## config.mk

```make
export PLATFORM = sky130hd
export DESIGN_NAME = rom_port_arbiter_flat
export DESIGN_NICKNAME = d
export VERILOG_FILES = /design/src/rtl/rom_port_arbiter_pkg.sv /design/src/rtl/rom_port_arbiter_if.sv /design/src/rtl/rom_port_arbiter_grant.sv /design/src/rtl/rom_port_arbiter.sv /design/src/flat_wrapper.sv
export SDC_FILE = /design/constraint.sdc
export NUM_CORES = 1
export LEC_CHECK = 0
export CAP_MARGIN = 0
export CORE_MARGIN = 1
export CORE_UTILIZATION = 30
export DETAILED_ROUTE_END_ITERATION = 10
export SLEW_MARGIN = 10
export SYNTH_ARGS = -nofsm -noshare
export SYNTH_HDL_FRONTEND = slang
export SYNTH_SLANG_ARGS = --single-unit
```

## constraint.sdc

```tcl
create_clock -name clk_sys -period 3.5 [get_ports clk_sys]
set_clock_uncertainty 0.1 [all_clocks]
set_input_delay 0.35 -clock clk_sys [delete_from_list [all_inputs] [get_ports clk_sys]]
set_output_delay 0.35 -clock clk_sys [all_outputs]
set_load 0.1 [all_outputs]
```

## src/rtl/rom_port_arbiter_pkg.sv

```systemverilog
// ---------------------------------------------------------------------------
// rom_arb_pkg
// Shared types for the ROM port arbiter: FSM state encoding, read-grant
// owner encoding and the fixed width of the HPS ioctl byte address.
// ---------------------------------------------------------------------------
package rom_arb_pkg;

    localparam int IOCTL_AW = 27;

    typedef enum logic [1:0] {
        IDLE,
        WR_LO,
        WR_HI,
        RD_WAIT
    } state_t;

    typedef enum logic [1:0] {
        G_NONE,
        G_GFX,
        G_CPU
    } owner_t;

endpackage

```

## src/rtl/rom_port_arbiter_if.sv

```systemverilog
// ---------------------------------------------------------------------------
// rom_port_arbiter_if
// Bundles the download stream, the two read requesters and the store port.
//   slave  : arbiter side (consumes requests, drives acks/data/store port)
//   master : environment side (download source, requesters, store model)
// Download : dl_active, dl_wr, dl_addr[26:0], dl_data[15:0], dl_wait
// Gfx read : gfx_req, gfx_addr[AW-1:0], gfx_ack, gfx_data[7:0]
// Cpu read : cpu_req, cpu_addr[AW-1:0], cpu_ack, cpu_data[7:0]
// Store    : mem_addr[AW-1:0], mem_we, mem_din[7:0], mem_dout[7:0]
// ---------------------------------------------------------------------------
interface rom_port_arbiter_if
    import rom_arb_pkg::*;
#(
    parameter int AW = 17
);
    logic                dl_active;
    logic                dl_wr;
    logic [IOCTL_AW-1:0] dl_addr;
    logic [15:0]         dl_data;
    logic                dl_wait;

    logic                gfx_req;
    logic [AW-1:0]       gfx_addr;
    logic                gfx_ack;
    logic [7:0]          gfx_data;

    logic                cpu_req;
    logic [AW-1:0]       cpu_addr;
    logic                cpu_ack;
    logic [7:0]          cpu_data;

    logic [AW-1:0]       mem_addr;
    logic                mem_we;
    logic [7:0]          mem_din;
    logic [7:0]          mem_dout;

    modport slave (
        input  dl_active, dl_wr, dl_addr, dl_data,
        output dl_wait,
        input  gfx_req, gfx_addr,
        output gfx_ack, gfx_data,
        input  cpu_req, cpu_addr,
        output cpu_ack, cpu_data,
        output mem_addr, mem_we, mem_din,
        input  mem_dout
    );

    modport master (
        output dl_active, dl_wr, dl_addr, dl_data,
        input  dl_wait,
        output gfx_req, gfx_addr,
        input  gfx_ack, gfx_data,
        output cpu_req, cpu_addr,
        input  cpu_ack, cpu_data,
        input  mem_addr, mem_we, mem_din,
        output mem_dout
    );

endinterface

```

## src/rtl/rom_port_arbiter_grant.sv

```systemverilog
// ---------------------------------------------------------------------------
// rom_arb_grant
// Read-grant decision between gfx and cpu with a starvation guard.
// gfx normally wins; after STARVE_MAX consecutive gfx grants with cpu_req
// pending, cpu wins the next grant.
// Ports:
//   clk_sys, reset : clock, async active-high reset
//   i_en           : a read grant may be issued this cycle
//   i_gfx_req      : gfx level request
//   i_cpu_req      : cpu level request
//   o_grant        : owner granted this cycle (G_NONE when none)
// ---------------------------------------------------------------------------
module rom_arb_grant
    import rom_arb_pkg::*;
#(
    parameter int STARVE_MAX = 4
)
(
    input  logic   clk_sys,
    input  logic   reset,
    input  logic   i_en,
    input  logic   i_gfx_req,
    input  logic   i_cpu_req,
    output owner_t o_grant
);
    localparam int CW = $clog2(STARVE_MAX + 1);

    logic [CW-1:0] r_starve;
    logic          w_cpu_first;

    assign w_cpu_first = (r_starve >= CW'(STARVE_MAX));

    always_comb begin
        o_grant = G_NONE;
        if (i_en) begin
            if (i_cpu_req && (w_cpu_first || !i_gfx_req)) begin
                o_grant = G_CPU;
            end else if (i_gfx_req) begin
                o_grant = G_GFX;
            end
        end
    end

    // Only counts gfx wins that happen while the cpu is actually waiting.
    always_ff @(posedge clk_sys or posedge reset) begin
        if (reset) begin
            r_starve <= '0;
        end else if (!i_cpu_req || o_grant == G_CPU) begin
            r_starve <= '0;
        end else if (o_grant == G_GFX) begin
            r_starve <= r_starve + CW'(1);
        end
    end

endmodule

```

## src/rtl/rom_port_arbiter.sv

```systemverilog
// ---------------------------------------------------------------------------
// rom_port_arbiter
// Shares one single-port synchronous byte store between the HPS download
// writer and two readers (gfx, cpu). Each 16-bit download word becomes two
// byte writes while dl_wait stalls the HPS; reads take IDLE + RD_WAIT.
//
// state   | meaning
// --------+-----------------------------------------------------------
// IDLE    | waiting; pending write first, else present read address
// WR_LO   | write data[7:0] to addr
// WR_HI   | write data[15:8] to addr+1, clear latch and dl_wait
// RD_WAIT | store output valid; capture it and pulse owner's ack
//
// Ports:
//   clk_sys, reset : clock, async active-high reset
//   bus            : rom_port_arbiter_if.slave (download, gfx, cpu, store)
//   dl_sum[15:0]   : byte checksum of the download, only with
//                    ROM_DL_CHECKSUM_EN defined
// ---------------------------------------------------------------------------
module rom_port_arbiter
    import rom_arb_pkg::*;
#(
    parameter int AW         = 17,
    parameter int STARVE_MAX = 4
)
(
    input  logic                 clk_sys,
    input  logic                 reset,
    rom_port_arbiter_if.slave    bus
`ifdef ROM_DL_CHECKSUM_EN
    ,
    output logic [15:0]          dl_sum
`endif
);

    state_t              r_state;
    state_t              w_state_nx;
    owner_t              r_owner;
    owner_t              w_grant;

    logic                r_pend;
    logic [IOCTL_AW-1:0] r_pend_addr;
    logic [15:0]         r_pend_data;
    logic                r_dl_wait;
    logic [7:0]          r_gfx_data;
    logic [7:0]          r_cpu_data;

    logic                w_wr_pend;
    logic                w_grant_en;
    logic                w_in_range;
    logic [AW-1:0]       w_hi_addr;
    logic [AW-1:0]       w_mem_addr;
    logic                w_mem_we;
    logic [7:0]          w_mem_din;
    logic                w_gfx_ack;
    logic                w_cpu_ack;

    // A strobe arriving this cycle counts as pending so it pre-empts a read.
    assign w_wr_pend  = r_pend | bus.dl_wr;
    assign w_grant_en = (r_state == IDLE) && !w_wr_pend && !bus.dl_active;
    assign w_in_range = ~|r_pend_addr[IOCTL_AW-1:AW];
    assign w_hi_addr  = r_pend_addr[AW-1:0] + AW'(1);

    rom_arb_grant #(
        .STARVE_MAX (STARVE_MAX)
    ) u_grant (
        .clk_sys   (clk_sys),
        .reset     (reset),
        .i_en      (w_grant_en),
        .i_gfx_req (bus.gfx_req),
        .i_cpu_req (bus.cpu_req),
        .o_grant   (w_grant)
    );

    always_ff @(posedge clk_sys or posedge reset) begin
        if (reset) begin
            r_state <= IDLE;
            r_owner <= G_NONE;
        end else begin
            r_state <= w_state_nx;
            if (w_grant != G_NONE) begin
                r_owner <= w_grant;
            end
        end
    end

    always_comb begin
        w_state_nx = r_state;
        w_mem_addr = '0;
        w_mem_we   = 1'b0;
        w_mem_din  = '0;
        w_gfx_ack  = 1'b0;
        w_cpu_ack  = 1'b0;
        case (r_state)
            IDLE: begin
                if (w_wr_pend) begin
                    w_state_nx = WR_LO;
                end else if (w_grant == G_GFX) begin
                    w_mem_addr = bus.gfx_addr;
                    w_state_nx = RD_WAIT;
                end else if (w_grant == G_CPU) begin
                    w_mem_addr = bus.cpu_addr;
                    w_state_nx = RD_WAIT;
                end
            end
            WR_LO: begin
                w_mem_addr = r_pend_addr[AW-1:0];
                w_mem_we   = w_in_range;
                w_mem_din  = r_pend_data[7:0];
                w_state_nx = WR_HI;
            end
            WR_HI: begin
                w_mem_addr = w_hi_addr;
                w_mem_we   = w_in_range;
                w_mem_din  = r_pend_data[15:8];
                w_state_nx = IDLE;
            end
            RD_WAIT: begin
                w_gfx_ack  = (r_owner == G_GFX);
                w_cpu_ack  = (r_owner == G_CPU);
                // Read finishes first; a write that arrived meanwhile goes next.
                w_state_nx = w_wr_pend ? WR_LO : IDLE;
            end
            default: begin
                w_state_nx = IDLE;
            end
        endcase
    end

    // A strobe during WR_HI keeps the latch pending; IDLE picks it up.
    always_ff @(posedge clk_sys or posedge reset) begin
        if (reset) begin
            r_pend      <= 1'b0;
            r_pend_addr <= '0;
            r_pend_data <= '0;
            r_dl_wait   <= 1'b0;
        end else if (bus.dl_wr) begin
            r_pend      <= 1'b1;
            r_pend_addr <= bus.dl_addr;
            r_pend_data <= bus.dl_data;
            r_dl_wait   <= 1'b1;
        end else if (r_state == WR_HI) begin
            r_pend      <= 1'b0;
            r_dl_wait   <= 1'b0;
        end
    end

    always_ff @(posedge clk_sys or posedge reset) begin
        if (reset) begin
            r_gfx_data <= '0;
            r_cpu_data <= '0;
        end else begin
            if (w_gfx_ack) begin
                r_gfx_data <= bus.mem_dout;
            end
            if (w_cpu_ack) begin
                r_cpu_data <= bus.mem_dout;
            end
        end
    end

    // During the ack cycle the register has not loaded yet, so forward the store.
    assign bus.gfx_data = w_gfx_ack ? bus.mem_dout : r_gfx_data;
    assign bus.cpu_data = w_cpu_ack ? bus.mem_dout : r_cpu_data;
    assign bus.gfx_ack  = w_gfx_ack;
    assign bus.cpu_ack  = w_cpu_ack;
    assign bus.dl_wait  = r_dl_wait;
    assign bus.mem_addr = w_mem_addr;
    assign bus.mem_we   = w_mem_we;
    assign bus.mem_din  = w_mem_din;

`ifdef ROM_DL_CHECKSUM_EN
    logic        r_dl_active_d;
    logic [15:0] r_dl_sum;

    always_ff @(posedge clk_sys or posedge reset) begin
        if (reset) begin
            r_dl_active_d <= 1'b0;
            r_dl_sum      <= '0;
        end else begin
            r_dl_active_d <= bus.dl_active;
            if (bus.dl_active && !r_dl_active_d) begin
                r_dl_sum <= '0;
            end else if (w_mem_we) begin
                r_dl_sum <= r_dl_sum + {8'h00, w_mem_din};
            end
        end
    end

    assign dl_sum = r_dl_sum;
`endif

endmodule
```

## src/flat_wrapper.sv

```systemverilog
// flat-port wrapper written by rule: the top's interface ports become plain ports
module rom_port_arbiter_flat import rom_arb_pkg::*;
#(
    parameter int AW         = 17,
    parameter int STARVE_MAX = 4
)
  (clk_sys, reset, bus_dl_active, bus_dl_wr, bus_dl_addr, bus_dl_data, bus_dl_wait, bus_gfx_req, bus_gfx_addr, bus_gfx_ack, bus_gfx_data, bus_cpu_req, bus_cpu_addr, bus_cpu_ack, bus_cpu_data, bus_mem_addr, bus_mem_we, bus_mem_din, bus_mem_dout);
  rom_port_arbiter_if #(.AW(AW)) bus_i ();
  input  logic clk_sys;
  input  logic reset;
  input wire logic [$bits(bus_i.dl_active)-1:0] bus_dl_active;
  input wire logic [$bits(bus_i.dl_wr)-1:0] bus_dl_wr;
  input wire logic [$bits(bus_i.dl_addr)-1:0] bus_dl_addr;
  input wire logic [$bits(bus_i.dl_data)-1:0] bus_dl_data;
  output wire logic [$bits(bus_i.dl_wait)-1:0] bus_dl_wait;
  input wire logic [$bits(bus_i.gfx_req)-1:0] bus_gfx_req;
  input wire logic [$bits(bus_i.gfx_addr)-1:0] bus_gfx_addr;
  output wire logic [$bits(bus_i.gfx_ack)-1:0] bus_gfx_ack;
  output wire logic [$bits(bus_i.gfx_data)-1:0] bus_gfx_data;
  input wire logic [$bits(bus_i.cpu_req)-1:0] bus_cpu_req;
  input wire logic [$bits(bus_i.cpu_addr)-1:0] bus_cpu_addr;
  output wire logic [$bits(bus_i.cpu_ack)-1:0] bus_cpu_ack;
  output wire logic [$bits(bus_i.cpu_data)-1:0] bus_cpu_data;
  output wire logic [$bits(bus_i.mem_addr)-1:0] bus_mem_addr;
  output wire logic [$bits(bus_i.mem_we)-1:0] bus_mem_we;
  output wire logic [$bits(bus_i.mem_din)-1:0] bus_mem_din;
  input wire logic [$bits(bus_i.mem_dout)-1:0] bus_mem_dout;
  assign bus_i.dl_active = bus_dl_active;
  assign bus_i.dl_wr = bus_dl_wr;
  assign bus_i.dl_addr = bus_dl_addr;
  assign bus_i.dl_data = bus_dl_data;
  assign bus_dl_wait = bus_i.dl_wait;
  assign bus_i.gfx_req = bus_gfx_req;
  assign bus_i.gfx_addr = bus_gfx_addr;
  assign bus_gfx_ack = bus_i.gfx_ack;
  assign bus_gfx_data = bus_i.gfx_data;
  assign bus_i.cpu_req = bus_cpu_req;
  assign bus_i.cpu_addr = bus_cpu_addr;
  assign bus_cpu_ack = bus_i.cpu_ack;
  assign bus_cpu_data = bus_i.cpu_data;
  assign bus_mem_addr = bus_i.mem_addr;
  assign bus_mem_we = bus_i.mem_we;
  assign bus_mem_din = bus_i.mem_din;
  assign bus_i.mem_dout = bus_mem_dout;
  rom_port_arbiter #(.AW(AW), .STARVE_MAX(STARVE_MAX)) u_core (.clk_sys(clk_sys), .reset(reset), .bus(bus_i));
endmodule
```

==> run_results.csv <==
group,metric,value,unit
status,outcome,"complete, no violations",
clock_tree,cts_root_buffer,"clkbuf_16",
floorplan,initial_core_util,31.1,%
pwr,powerDensity,763,nW/um^2
pwr,p_leak,2.33,nW
placement,placedCellCount,685,
route,drcViolationCount,0,
floorplan,coreArea,12100,um^2
yosys,yosys-top-cells-area,"dfrtp_1, mux2_2, nand2_1",
sta,max_freq,306,MHz
yosys,synthXorXnorAreaFrac,2.56,%
clock_tree,cts_max_path_buffers,2,
setup_path,crit_type,"register to output pin",
pwr,combPwrFrac,57.4,%
sta,hold_viol,0,
yosys,ys.flop_type,"dfrtp_1",
clock_tree,cts_tree,"done",
yosys,yosysMostFrequentCell,"nand2_1",
pwr,swShare,47.3,%
route,wl_per_cell,15.1,um
global_routing,overflow,0,
floorplan,placementRows,40,
floorplan,dieArea,13000,um^2
pwr,vdd_drop_max,0.000503,V
yosys,netlist_area,3760,um^2
yosys,synth_mux_area_share,13.1,%
pwr,clockPowerShare,21.7,%
clock_tree,cts.sinks,67,
yosys,async_flop_share,100,%
finish,design_area,5900,um^2
yosys,synth_compound_area_share,12.5,%
sta,slew-limit-headroom,31.9,%
sta,period_needed,3.27,ns
sta,period_share,93.3,%
placement,portBuffers,135,
placement,dp_hpwl,7780,um
sta,tns,0,ns
placement,placed_area,5530,um^2
floorplan,die-width,114,um
worst_hold_path,hp-class,"primary input to async pin",
setup_path,cp_data_required_time,3.05,ns
pwr,p_sw,2.13,mW
route,drtAntennaViolNets,0,
yosys,yosys.area.top_type_share,44.5,%
setup_path,cp.arrival,2.82,ns
placement,post-place-ws,0.261,ns
placement,finalWeightedCongestion,0.798,
route,vias_per_cell,4.81,
finish,drive_above_1_share,25.4,%
yosys,netlist_instances,398,
route,dr.pass1.iters,5,
yosys,synth_top_family_by_area,"simple AND/OR/NAND/NOR gates",
floorplan,io_pins,136,
yosys,synth_top_cells_by_count,"nand2_1, dfrtp_1, mux2_2, o21ai_0, a22oi_1",
clock_tree,clk_latency,0.32,ns
yosys,synth_edf_count,0,
yosys,ys_seq_area_share,44.5,%
sta,grt_setup_unrepaired,"false",
finish,antenna_cells,0,
yosys,yosysTopAreaCell,"dfrtp_1",
finish,synthToLayoutAreaGrowth,56.9,%
clock_tree,htree_levels,3,
yosys,avgSynthCellArea,9.46,um^2
finish,fin_cells,703,
yosys,yosys.area_share.adder,3.66,%
sta,setup_slack,0.234,ns
global_routing,antenna_found_initial,2,
floorplan,die_h,114,um
setup_path,crit_fanout,25,
yosys,ys_warn_count,0,
pwr,power.internal,2.37,mW
yosys,synth.net_count,500,
global_routing,grt_use_total,16.8,%
finish,num-nets-final,632,
clock_tree,path_clk_slew,0.06,ns
setup_path,startpoint_type,"register",
route,drtIter0Drc,179,
yosys,ys_ff_latch,67,
sta,worst_pin_slew,1.02,ns
clock_tree,hold_buffers,0,
yosys,synthSimpleGateAreaFrac,18.7,%
global_routing,grt_pass1_vias,3450,
pwr,pwr-share-seq,20.9,%
global_routing,grt_pass1_wl,17300,um
route,vias,3384,
sta,setup_viol,0,
job,maxCapViolations,0,
sta,drv_slew,0,
clock_tree,numCtsBuffers,9,
yosys,ys_types,43,
route,finalWirelength,10600,um
global_routing,grt_max_degree,47,
setup_path,cp-end-kind,"output pin",
finish,utilization,48.8,%
==> layer usage <==
metal  global-route usage [%]  up-vias  share of wire (%)
met5                        0        -               0.29
met4                     4.42        4               0.72
met3                     4.99        8                7.2
met2                     27.3      108                 47
met1                     21.8     1616                 45
li1                         -     1648                  -
==> kinds of logic after synthesis <==
| logic type | after synthesis |
|---|---|
| AOI/OAI and AO/OA | 73 |
| xor gates and xnor gates | 11 |
| adders and majority gates | 11 |
| buffers and inverters | 37 |
| DFF | 67 |
| muxes | 44 |
| and+or+nand+nor | 155 |
==> critical path, cell delays in order, from the launching register on <==
cell,delay (ns)
dfrtp_1,0.42
inv_1,0.13
ha_1,0.20
nand2_1,0.09
a2111o_1,0.39
inv_1,0.10
ha_2,0.22
buf_12,0.17
o21ai_0,0.11
a222oi_1,0.40
nor2_2,0.09
buf_12,0.18
==> state kept, by name, indices dropped and copies added (netlist names) <==
register	cells
u_core.r_pend_data	16
u_core.r_cpu_data	8
u_core.r_gfx_data	8
u_core.r_state	2
u_core.r_owner	2
u_core.u_grant.r_starve	3
u_core.r_pend_addr	27
u_core.bus.dl_wait	1
==> power groups by stage <==
stage	Sequential (mW)	Combinational (mW)	Clock, mW
after global routing	0.956	2.69	1.03
after CTS	0.941	2.60	1.00
after floorplan	0.949	1.81	0
after global placement	0.950	2.59	0
final	0.942	2.59	0.980
after detailed placement	0.954	2.60	0
==> cell type report <==
type	instances	area (um^2)
flip-flops and latches	67	1680
well taps	168	210
repair buffers	146	1560
clock inverters	4	72.6
inverters	12	45.0
fillers	1145	6210
multi-input cells	294	2090
clock buffers	12	256
==> final timing paths <==
| path | slack [ns] | cells after the start | to | from |
|---|---|---|---|---|
| max | 0.23 | 11 | bus_mem_addr[2] | u_core.r_state[0] |
| min | 0.24 | 2 | u_core.r_cpu_data[7] | reset |
| max reg2reg | 1.27 | 10 | u_core.u_grant.r_starve[2] | u_core.r_state[0] |
| min reg2reg | 0.37 | 2 | u_core.r_cpu_data[3] | u_core.r_cpu_data[3] |
| max in group asynchronous | 2.29 | 3 | u_core.bus.dl_wait | reset |
| min in group clk_sys | 0.29 | 4 | u_core.r_state[1] | bus_dl_wr |
==> stage by stage <==
step / hold WS, ns / power (mW)
CTS: 0.242 / 4.55
global route: 0.279 / 4.68
floorplan: 0.363 / 2.76
detailed placement: 0.363 / 3.55
finish: 0.239 / 4.51
global placement: 0.355 / 3.54
==> layout by cell type (no fill, tap or decap), types with 3 or more instances in the layout <==
cell             instances
nor4_1                   5
nor2_1                  11
nand3b_1                 4
mux2i_1                  3
nand4_1                  5
a21oi_4                  4
nor2b_1                  9
nor2_2                   4
nand2b_1                 3
buf_4                   36
nand3_1                  6
xnor2_1                  9
nor3_1                   4
buf_12                  19
a22oi_1                 18
dfrtp_1                 66
o21ai_0                 25
a222oi_1                 4
o22ai_4                  6
inv_1                    9
ha_1                     9
mux2_2                  41
nand2_1                 96
clkdlybuf4s50_1         90
a21o_1                   3
clkbuf_16                9
==> timing repair <==
item	4_1_cts	5_1_grt
endpoints found under the setup margin	9	14
setup buffers	0	2
resized for setup	1	5
pin swaps	0	3
(Power assumes the default switching activity.)
